### config.mk
export PLATFORM = sky130hd
export DESIGN_NAME = alu_pipe
export DESIGN_NICKNAME = d
export VERILOG_FILES = /design/src/rtl/alu_pkg.sv /design/src/rtl/alu_pipe_slice.sv /design/src/rtl/alu_pipe.sv
export SDC_FILE = /design/constraint.sdc
export NUM_CORES = 1
export LEC_CHECK = 0
export ABC_AREA = 1
export CORE_UTILIZATION = 55
export CTS_CLUSTER_SIZE = 40
export DETAILED_ROUTE_END_ITERATION = 10
export MAX_ROUTING_LAYER = met4
export PLACE_DENSITY_LB_ADDON = 0.3
export REMOVE_ABC_BUFFERS = 1
export SYNTH_ARGS = -nofsm -noshare
export SYNTH_HDL_FRONTEND = slang
export SYNTH_SLANG_ARGS = --single-unit
### constraint.sdc
create_clock -name clk -period 2.4 [get_ports clk]
set_input_delay 0.24 -clock clk [delete_from_list [all_inputs] [get_ports clk]]
set_output_delay 0.24 -clock clk [all_outputs]
set_load 0.02 [all_outputs]
### src/rtl/alu_pkg.sv
// -----------------------------------------------------------------------------
// alu_pkg
// Shared types for the pipelined ALU: the 3-bit opcode map, the packed status
// flag struct and the flag vector width.
//   alu_op_e    : opcode encoding (ADD, SUB, AND, OR, XOR, SLL, SRL, SLT)
//   alu_flags_t : {carry, overflow, negative, zero}, MSB first
//   FLAG_W      : width of alu_flags_t
// -----------------------------------------------------------------------------
package alu_pkg;

   localparam int FLAG_W = 4;

   typedef enum logic [2:0] {
      OP_ADD = 3'd0,
      OP_SUB = 3'd1,
      OP_AND = 3'd2,
      OP_OR  = 3'd3,
      OP_XOR = 3'd4,
      OP_SLL = 3'd5,
      OP_SRL = 3'd6,
      OP_SLT = 3'd7
   } alu_op_e;

   typedef struct packed {
      logic carry;
      logic overflow;
      logic negative;
      logic zero;
   } alu_flags_t;

endpackage

### src/rtl/alu_pipe_slice.sv
// -----------------------------------------------------------------------------
// alu_pipe_slice
// One valid/ready register slice carrying a W-bit payload.
// Handshake: a transfer happens on a rising edge where valid and ready are both
// 1 on the same side; ready_o = !valid_q || ready_i, so a full slice still
// accepts whenever its content leaves downstream on the same edge.
// Ports:
//   clk, rst  : clock, asynchronous active-high reset
//   valid_i   : upstream payload valid
//   ready_o   : slice can take a payload this cycle
//   data_i    : upstream payload
//   valid_o   : slice holds a payload
//   ready_i   : downstream takes the payload this cycle
//   data_o    : held payload (cleared by reset, otherwise holds last value)
// -----------------------------------------------------------------------------
module alu_pipe_slice #(
   parameter int W = 8
) (
   input  logic         clk,
   input  logic         rst,
   input  logic         valid_i,
   output logic         ready_o,
   input  logic [W-1:0] data_i,
   output logic         valid_o,
   input  logic         ready_i,
   output logic [W-1:0] data_o
);

   logic         valid_q, valid_d;
   logic [W-1:0] data_q, data_d;

   assign ready_o = !valid_q || ready_i;

   always_comb begin
      valid_d = valid_q;
      data_d  = data_q;
      if (ready_o) begin
         valid_d = valid_i;
         // Only overwrite the payload on a real transfer so an emptied slice
         // keeps showing its last result.
         if (valid_i) data_d = data_i;
      end
   end

   always_ff @(posedge clk or posedge rst) begin
      if (rst) begin
         valid_q <= 1'b0;
         data_q  <= '0;
      end else begin
         valid_q <= valid_d;
         data_q  <= data_d;
      end
   end

   assign valid_o = valid_q;
   assign data_o  = data_q;

endmodule

### src/rtl/alu_pipe.sv
// -----------------------------------------------------------------------------
// alu_pipe
// Pipelined ALU: the operation is evaluated combinationally on the accepted
// operands, then {result, flags} travel through STAGES valid/ready slices.
// Full throughput, backpressure via out_ready, in-order, no drops.
// Parameters: WIDTH (>=4, power of two), STAGES (>=1).
// Ports:
//   clk, rst          : clock, asynchronous active-high reset
//   in_valid/in_ready : input handshake (in_ready = first slice's ready)
//   A, B, opcode      : operands and alu_op_e opcode; shifts use B[log2 W-1:0]
//   out_valid/out_ready : output handshake
//   result, flags     : result and {carry, overflow, negative, zero}
// Build option: define ALU_PIPE_SAT_EN to saturate ADD/SUB on signed overflow
// (overflow flag still set, carry unchanged); otherwise ADD/SUB wrap.
// -----------------------------------------------------------------------------
module alu_pipe
   import alu_pkg::*;
#(
   parameter int WIDTH  = 32,
   parameter int STAGES = 2
) (
   input  logic             clk,
   input  logic             rst,
   input  logic             in_valid,
   output logic             in_ready,
   input  logic [WIDTH-1:0] A,
   input  logic [WIDTH-1:0] B,
   input  logic [2:0]       opcode,
   output logic             out_valid,
   input  logic             out_ready,
   output logic [WIDTH-1:0] result,
   output logic [3:0]       flags
);

   localparam int SHW = $clog2(WIDTH);
   localparam int PW  = WIDTH + FLAG_W;

   alu_op_e          op;
   logic             cin;
   logic [WIDTH-1:0] b_eff;
   logic [WIDTH:0]   sum;
   logic             ovf;
   logic             lt;
   logic [SHW-1:0]   shamt;
   logic [WIDTH-1:0] res;
   alu_flags_t       fl;

   // ---------------- combinational ALU ----------------
   always_comb begin
      op    = alu_op_e'(opcode);
      shamt = B[SHW-1:0];
      // SUB is A + ~B + 1 so carry-out means "no borrow".
      cin   = (op == OP_SUB);
      b_eff = cin ? ~B : B;
      sum   = {1'b0, A} + {1'b0, b_eff} + {{WIDTH{1'b0}}, cin};
      // Signed overflow: operands agree in sign, sum disagrees.
      ovf   = (A[WIDTH-1] == b_eff[WIDTH-1]) && (sum[WIDTH-1] != A[WIDTH-1]);
      lt    = $signed(A) < $signed(B);
      res   = '0;
      fl    = '0;
      case (op)
         OP_ADD, OP_SUB: begin
            res         = sum[WIDTH-1:0];
            fl.carry    = sum[WIDTH];
            fl.overflow = ovf;
`ifdef ALU_PIPE_SAT_EN
            // On overflow the wrapped sign is the inverse of the true sign.
            if (ovf) begin
               res = sum[WIDTH-1] ? {1'b0, {(WIDTH-1){1'b1}}}
                                  : {1'b1, {(WIDTH-1){1'b0}}};
            end
`endif
         end
         OP_AND: res = A & B;
         OP_OR:  res = A | B;
         OP_XOR: res = A ^ B;
         OP_SLL: res = A << shamt;
         OP_SRL: res = A >> shamt;
         OP_SLT: res = {{(WIDTH-1){1'b0}}, lt};
      endcase
      fl.negative = res[WIDTH-1];
      fl.zero     = (res == '0);
   end

   // ---------------- slice chain ----------------
   logic          vld [STAGES+1];
   logic          rdy [STAGES+1];
   logic [PW-1:0] pay [STAGES+1];

   assign vld[0]      = in_valid;
   assign pay[0]      = {res, fl};
   assign rdy[STAGES] = out_ready;

   for (genvar i = 0; i < STAGES; i++) begin : g_slice
      alu_pipe_slice #(.W(PW)) u_slice (
         .clk     (clk),
         .rst     (rst),
         .valid_i (vld[i]),
         .ready_o (rdy[i]),
         .data_i  (pay[i]),
         .valid_o (vld[i+1]),
         .ready_i (rdy[i+1]),
         .data_o  (pay[i+1])
      );
   end

   assign in_ready        = rdy[0];
   assign out_valid       = vld[STAGES];
   assign {result, flags} = pay[STAGES];

endmodule

==> metrics.txt, run 1 <==
die height=144 um; Syn Area/Cell=6.11 sq um; H-Tree Depth=3; register bit total from synthesis=72; clock tree root buffer cell=clkbuf_16; Starting Density=56.6%; worst_ep grt=g_slice[0].u_slice.data_o[0]$_DFFE_PP0P_/D; worst endpoint type=register data pin; last stage reached=global routing; Synth Instances=1,819; DP Wirelength=38,800 um; die width=144 um; DP Area=14,900 sq um; FP Rows=51; largest net degree at the start of global routing=73; port buffer count=108; status=did not finish; YS warnings=0; Max clock buf depth=2; library cells used by synthesis=48; Seq/Total Area, Yosys=16.2%; Sink Count=72; GRT Util Overall=83.7%; number of CTS-inserted buffers=9; RePlAce Congestion=1.14; # IOs=109; synthesized area=11,100 sq um; tool error=[ERROR GRT-0232] Routing congestion too high. Check the congestion heatmap in the GUI.; grt total ovfl=160
==> kinds of logic after synthesis <==
kind of cell / Yosys count / share of synthesized area, %
AND/OR/NAND/NOR: 1050 / 42.0
buffers and inverters: 295 / 11.0
AO/OA/AOI/OAI: 214 / 11.1
adder cells (fa/ha/maj): 129 / 14.6
flip-flops: 72 / 16.2
XOR/XNOR: 37 / 2.92
multiplexers: 22 / 2.23
==> synth_stat cells (all sizes together) <==
master	count	area share, %
a211oi	2	0.14
a21boi	4	0.27
a21o	4	0.27
a21oi	62	2.8
a221oi	3	0.29
a31oi	5	0.28
and2	8	0.45
and3	1	0.056
buf	49	2.6
clkbuf	32	1.1
clkinv	1	0.034
dfrtp	72	16
fa	1	0.18
ha	128	14
inv	213	7.2
mux2	22	2.2
nand2	461	16
nand3	402	18
nand3b	2	0.14
nand4	23	1.3
nor2	137	4.9
nor3	15	0.72
o2111ai	5	0.39
o211a	1	0.090
o211ai	17	1.1
o21a	1	0.068
o21ai	88	4.0
o21bai	10	0.68
o221ai	2	0.16
o22ai	8	0.45
o31ai	1	0.068
o32ai	1	0.079
or2	1	0.056
xnor2	1	0.079
xor2	36	2.8
==> layer usage <==
metal | GRT usage, % | overflow
met5 | - | -
met3 | 71.4 | 5
met1 | 80.4 | 6
met4 | 84.6 | 58
met2 | 97.1 | 91
==> what timing repair did <==
action | in CTS
endpoints found under the setup margin | 33
hold buffers | 0
pin swaps | 61
cloned | 2
buffers inserted | 24
gates resized for setup | 202
==> per-stage QoR <==
| step | hold slack [ns] | setup TNS (ns) | utilization [%] | setup WS, ns | std cells |
|---|---|---|---|---|---|
| global placement | 0.461 | -23.86 | 75.6 | -1.25 | 2460 |
| detailed placement | 0.470 | -26.81 | 75.6 | -1.39 | 2460 |
| floorplan | 0.418 | -32.40 | - | -1.32 | 1738 |
| CTS | 0.333 | -1.27 | 80.4 | -0.280 | 2501 |
==> run 2, diff against run 1 <==
CORE_UTILIZATION = 40   (was 55)
CTS_CLUSTER_SIZE = unset   (was 40)
MAX_ROUTING_LAYER = unset   (was met4)
PLACE_DENSITY_LB_ADDON = 0.15   (was 0.3)
==> run 2 against run 1 <==
Net effect:
- synthesized cell count stayed put
- synthesized area unchanged
- the flow now finishes, with violations (setup timing)
==> metrics.txt, run 2 <==
count of hold buffers inserted by post-cts repair=0; R2R depth=13; most common cell in the netlist=nand2_1; min Tclk post-route=2.74 ns; setup ws final=-0.335 ns; core box area=27,100 sq um; failing checks=setup timing; Setup Viol. Count Final=19; Sink Count=72; # IOs=109; TritonRoute pass-1 iters=7; library cells used by synthesis=48; worst-margin pin slew=0.567 ns; area growth from synthesis to layout=57.1%; FP Rows=60; Pint=4590 uW; Reg clk slew, reported paths=0.06 ns; critical path data arrival time=2.95 ns; leak pwr=0.00905 uW; die area=28,500 sq um; post-synth top area share=17.9%; Worst R2R Start=g_slice[1].u_slice.valid_o; FMAX=366 MHz; antenna violations before repair=0; synthesized area=11,100 sq um; number of CTS-inserted buffers=9; Max clock buf depth=2; r2r endpoint=g_slice[0].u_slice.data_o[0]; period utilisation layout=114%; utilization after layout=64.4%; Comb pwr share=61.9%; RePlAce Congestion=1.03; commonest non-fill, non-tap cells in the layout=buf_4 (382), nand3_1 (370), nand2_1 (341); CTS tree=yes; Critical Path RT=2.61 ns; clock network fraction of design power=16.9%; Syn Area/Cell=6.11 sq um; die height=169 um; post-synth top area cell=nand3_1; top cells by area, synth=nand3_1 (18%), dfrtp_1 (16%), nand2_1 (15%); CP max FO=5; top cells by count, synth=nand2_1 (441), nand3_1 (398), inv_1 (203); Setup CP Type=input port to register; Vias/cell=5.44; GRT Util Overall=36.0%; n_diodes=0; DP Area=15,300 sq um; worst-skew pair later-pin latency=0.32 ns; status=finished, violations left; crit path launch type=input port; number of global-route vias before repair=13,800; clk_skew=0.00367 ns; final instance area=17,500 sq um; most common cell after layout, fill and taps aside=buf_4; Critical Path End Type=register; Seq/Total Area, Yosys=16.2%; Final TNS setup=-2.42 ns; Filler cells=2,520; port buffer count=108; initial DRC count=1,105; Post-synth top flop=dfrtp_1; Rel. slew slack=62.2%; Post-synth EDFFs=0; Starting Density=41.0%; register share of total power=21.2%; max reg flops=70; total wire length=52,100 um; clock tree root buffer cell=clkbuf_16; first-pass GRT wire length=77,900 um; switch share=41.8%; RSZ-0062 raised after global routing=yes; WL/cell=19.6 um; pre-CTS setup slack=-1.20 ns; detailed-route DRC error count=0; DR vias=14,500; peak supply drop=0.387 mV; R2R Setup Slk=0.19 ns; DP Wirelength=42,300 um; share of cells above drive strength 1=34.1%; register bit total from synthesis=72; NetSw=3300 uW; post-route ant nets=0; Synth Instances=1,819; H-Tree Depth=3; P per Cell Area=452 nW/um^2; worst hold path type=input port to asynchronous set/reset pin; final hold vios=0; asr flop ratio synth=100%; Final #Nets=2,488; largest net degree at the start of global routing=50; Max Cap Viol=0; die width=169 um; YS warnings=0; grt total ovfl=0; Slew Limit Fails=0
[run 2: cell type report]
type	count	area [sq um]	share of cell area [%]
repair buffers	539	4710	27.0
inverters	214	823	4.71
well taps	372	465	2.66
clock buffers	11	253	1.45
flip-flops and latches	72	1800	10.3
clock inverters	5	55.1	0.315
multi-input cells	1452	9360	53.6
[run 2: per-layer routing]
| metal | global-route usage [%] | up-vias | routed length (um) |
|---|---|---|---|
| met1 | 47.0 | 6819 | 22400 |
| met4 | 14.0 | 0 | 2240 |
| met2 | 62.2 | 580 | 24500 |
| li1 | - | 6982 | - |
| met3 | 1.94 | 114 | 3020 |
| met5 | 0 | - | 0 |
[run 2: critical path, cell delays in order]
cell and delay [ns]:
buf_6 0.10, nor2_4 0.22, nand2_8 0.14, buf_16 0.17
xor2_1 0.14, ha_1 0.38, nand2_2 0.13, buf_6 0.13
nor2_4 0.12, buf_6 0.10, nand4_1 0.21, nand3_2 0.17
nand2_1 0.07, nand2_1 0.08, xor2_1 0.13, nand2_1 0.08
nand2_2 0.10, nor2_1 0.04, nand2_1 0.05, nor2_1 0.04
nand2_1 0.05, nand2_1 0.05
[run 2: repair_timing]
action | CTS | global route
pin swaps | 102 | 107
setup endpoints to repair | 34 | 33
gates cloned | 3 | 0
setup buffers | 31 | 13
resized for setup | 263 | 191
[run 2: kinds of logic after synthesis]
logic type | share of synthesized area, %
simple gates | 42.0
compound gates | 11.1
fa+ha+maj | 14.6
flops | 16.2
mux | 2.23
buf+inv | 11.0
xor+xnor | 2.92
[run 2: worst max path at each step]
stage | slack [ns] | depth (start not counted) | from | endpoint
4_1_cts | -0.26 | 22 | opcode[2] | g_slice[0].u_slice.data_o[0]
5_1_grt | -0.52 | 24 | opcode[1] | g_slice[0].u_slice.data_o[0]
6_report | -0.34 | 22 | opcode[1] | g_slice[0].u_slice.data_o[0]
3_5_place_dp | -1.20 | 22 | opcode[1] | g_slice[0].u_slice.data_o[0]
2_1_floorplan | -1.32 | 21 | opcode[1] | g_slice[0].u_slice.data_o[0]
3_3_place_gp | -1.19 | 22 | opcode[1] | g_slice[0].u_slice.data_o[0]
[run 2: power groups by stage]
stage | Combinational, uW | Sequential (uW) | Clock (uW)
finish | 4880 | 1670 | 1330
floorplan | 1730 | 1930 | 0
global route | 5260 | 1710 | 1400
global placement | 4060 | 1670 | 0
detailed placement | 4090 | 1690 | 0
CTS | 4520 | 1680 | 1360
[run 2: metrics by stage]
| stage | hold WS, ns | total power (uW) | cells |
|---|---|---|---|
| after floorplan | 0.418 | 3660 | 1738 |
| after global placement | 0.464 | 5740 | 2603 |
| after detailed placement | 0.467 | 5790 | 2603 |
| after CTS | 0.288 | 7550 | 2652 |
| after global routing | 0.329 | 8370 | 2665 |
| final | 0.279 | 7890 | 2665 |
(Power assumes the default switching activity.)
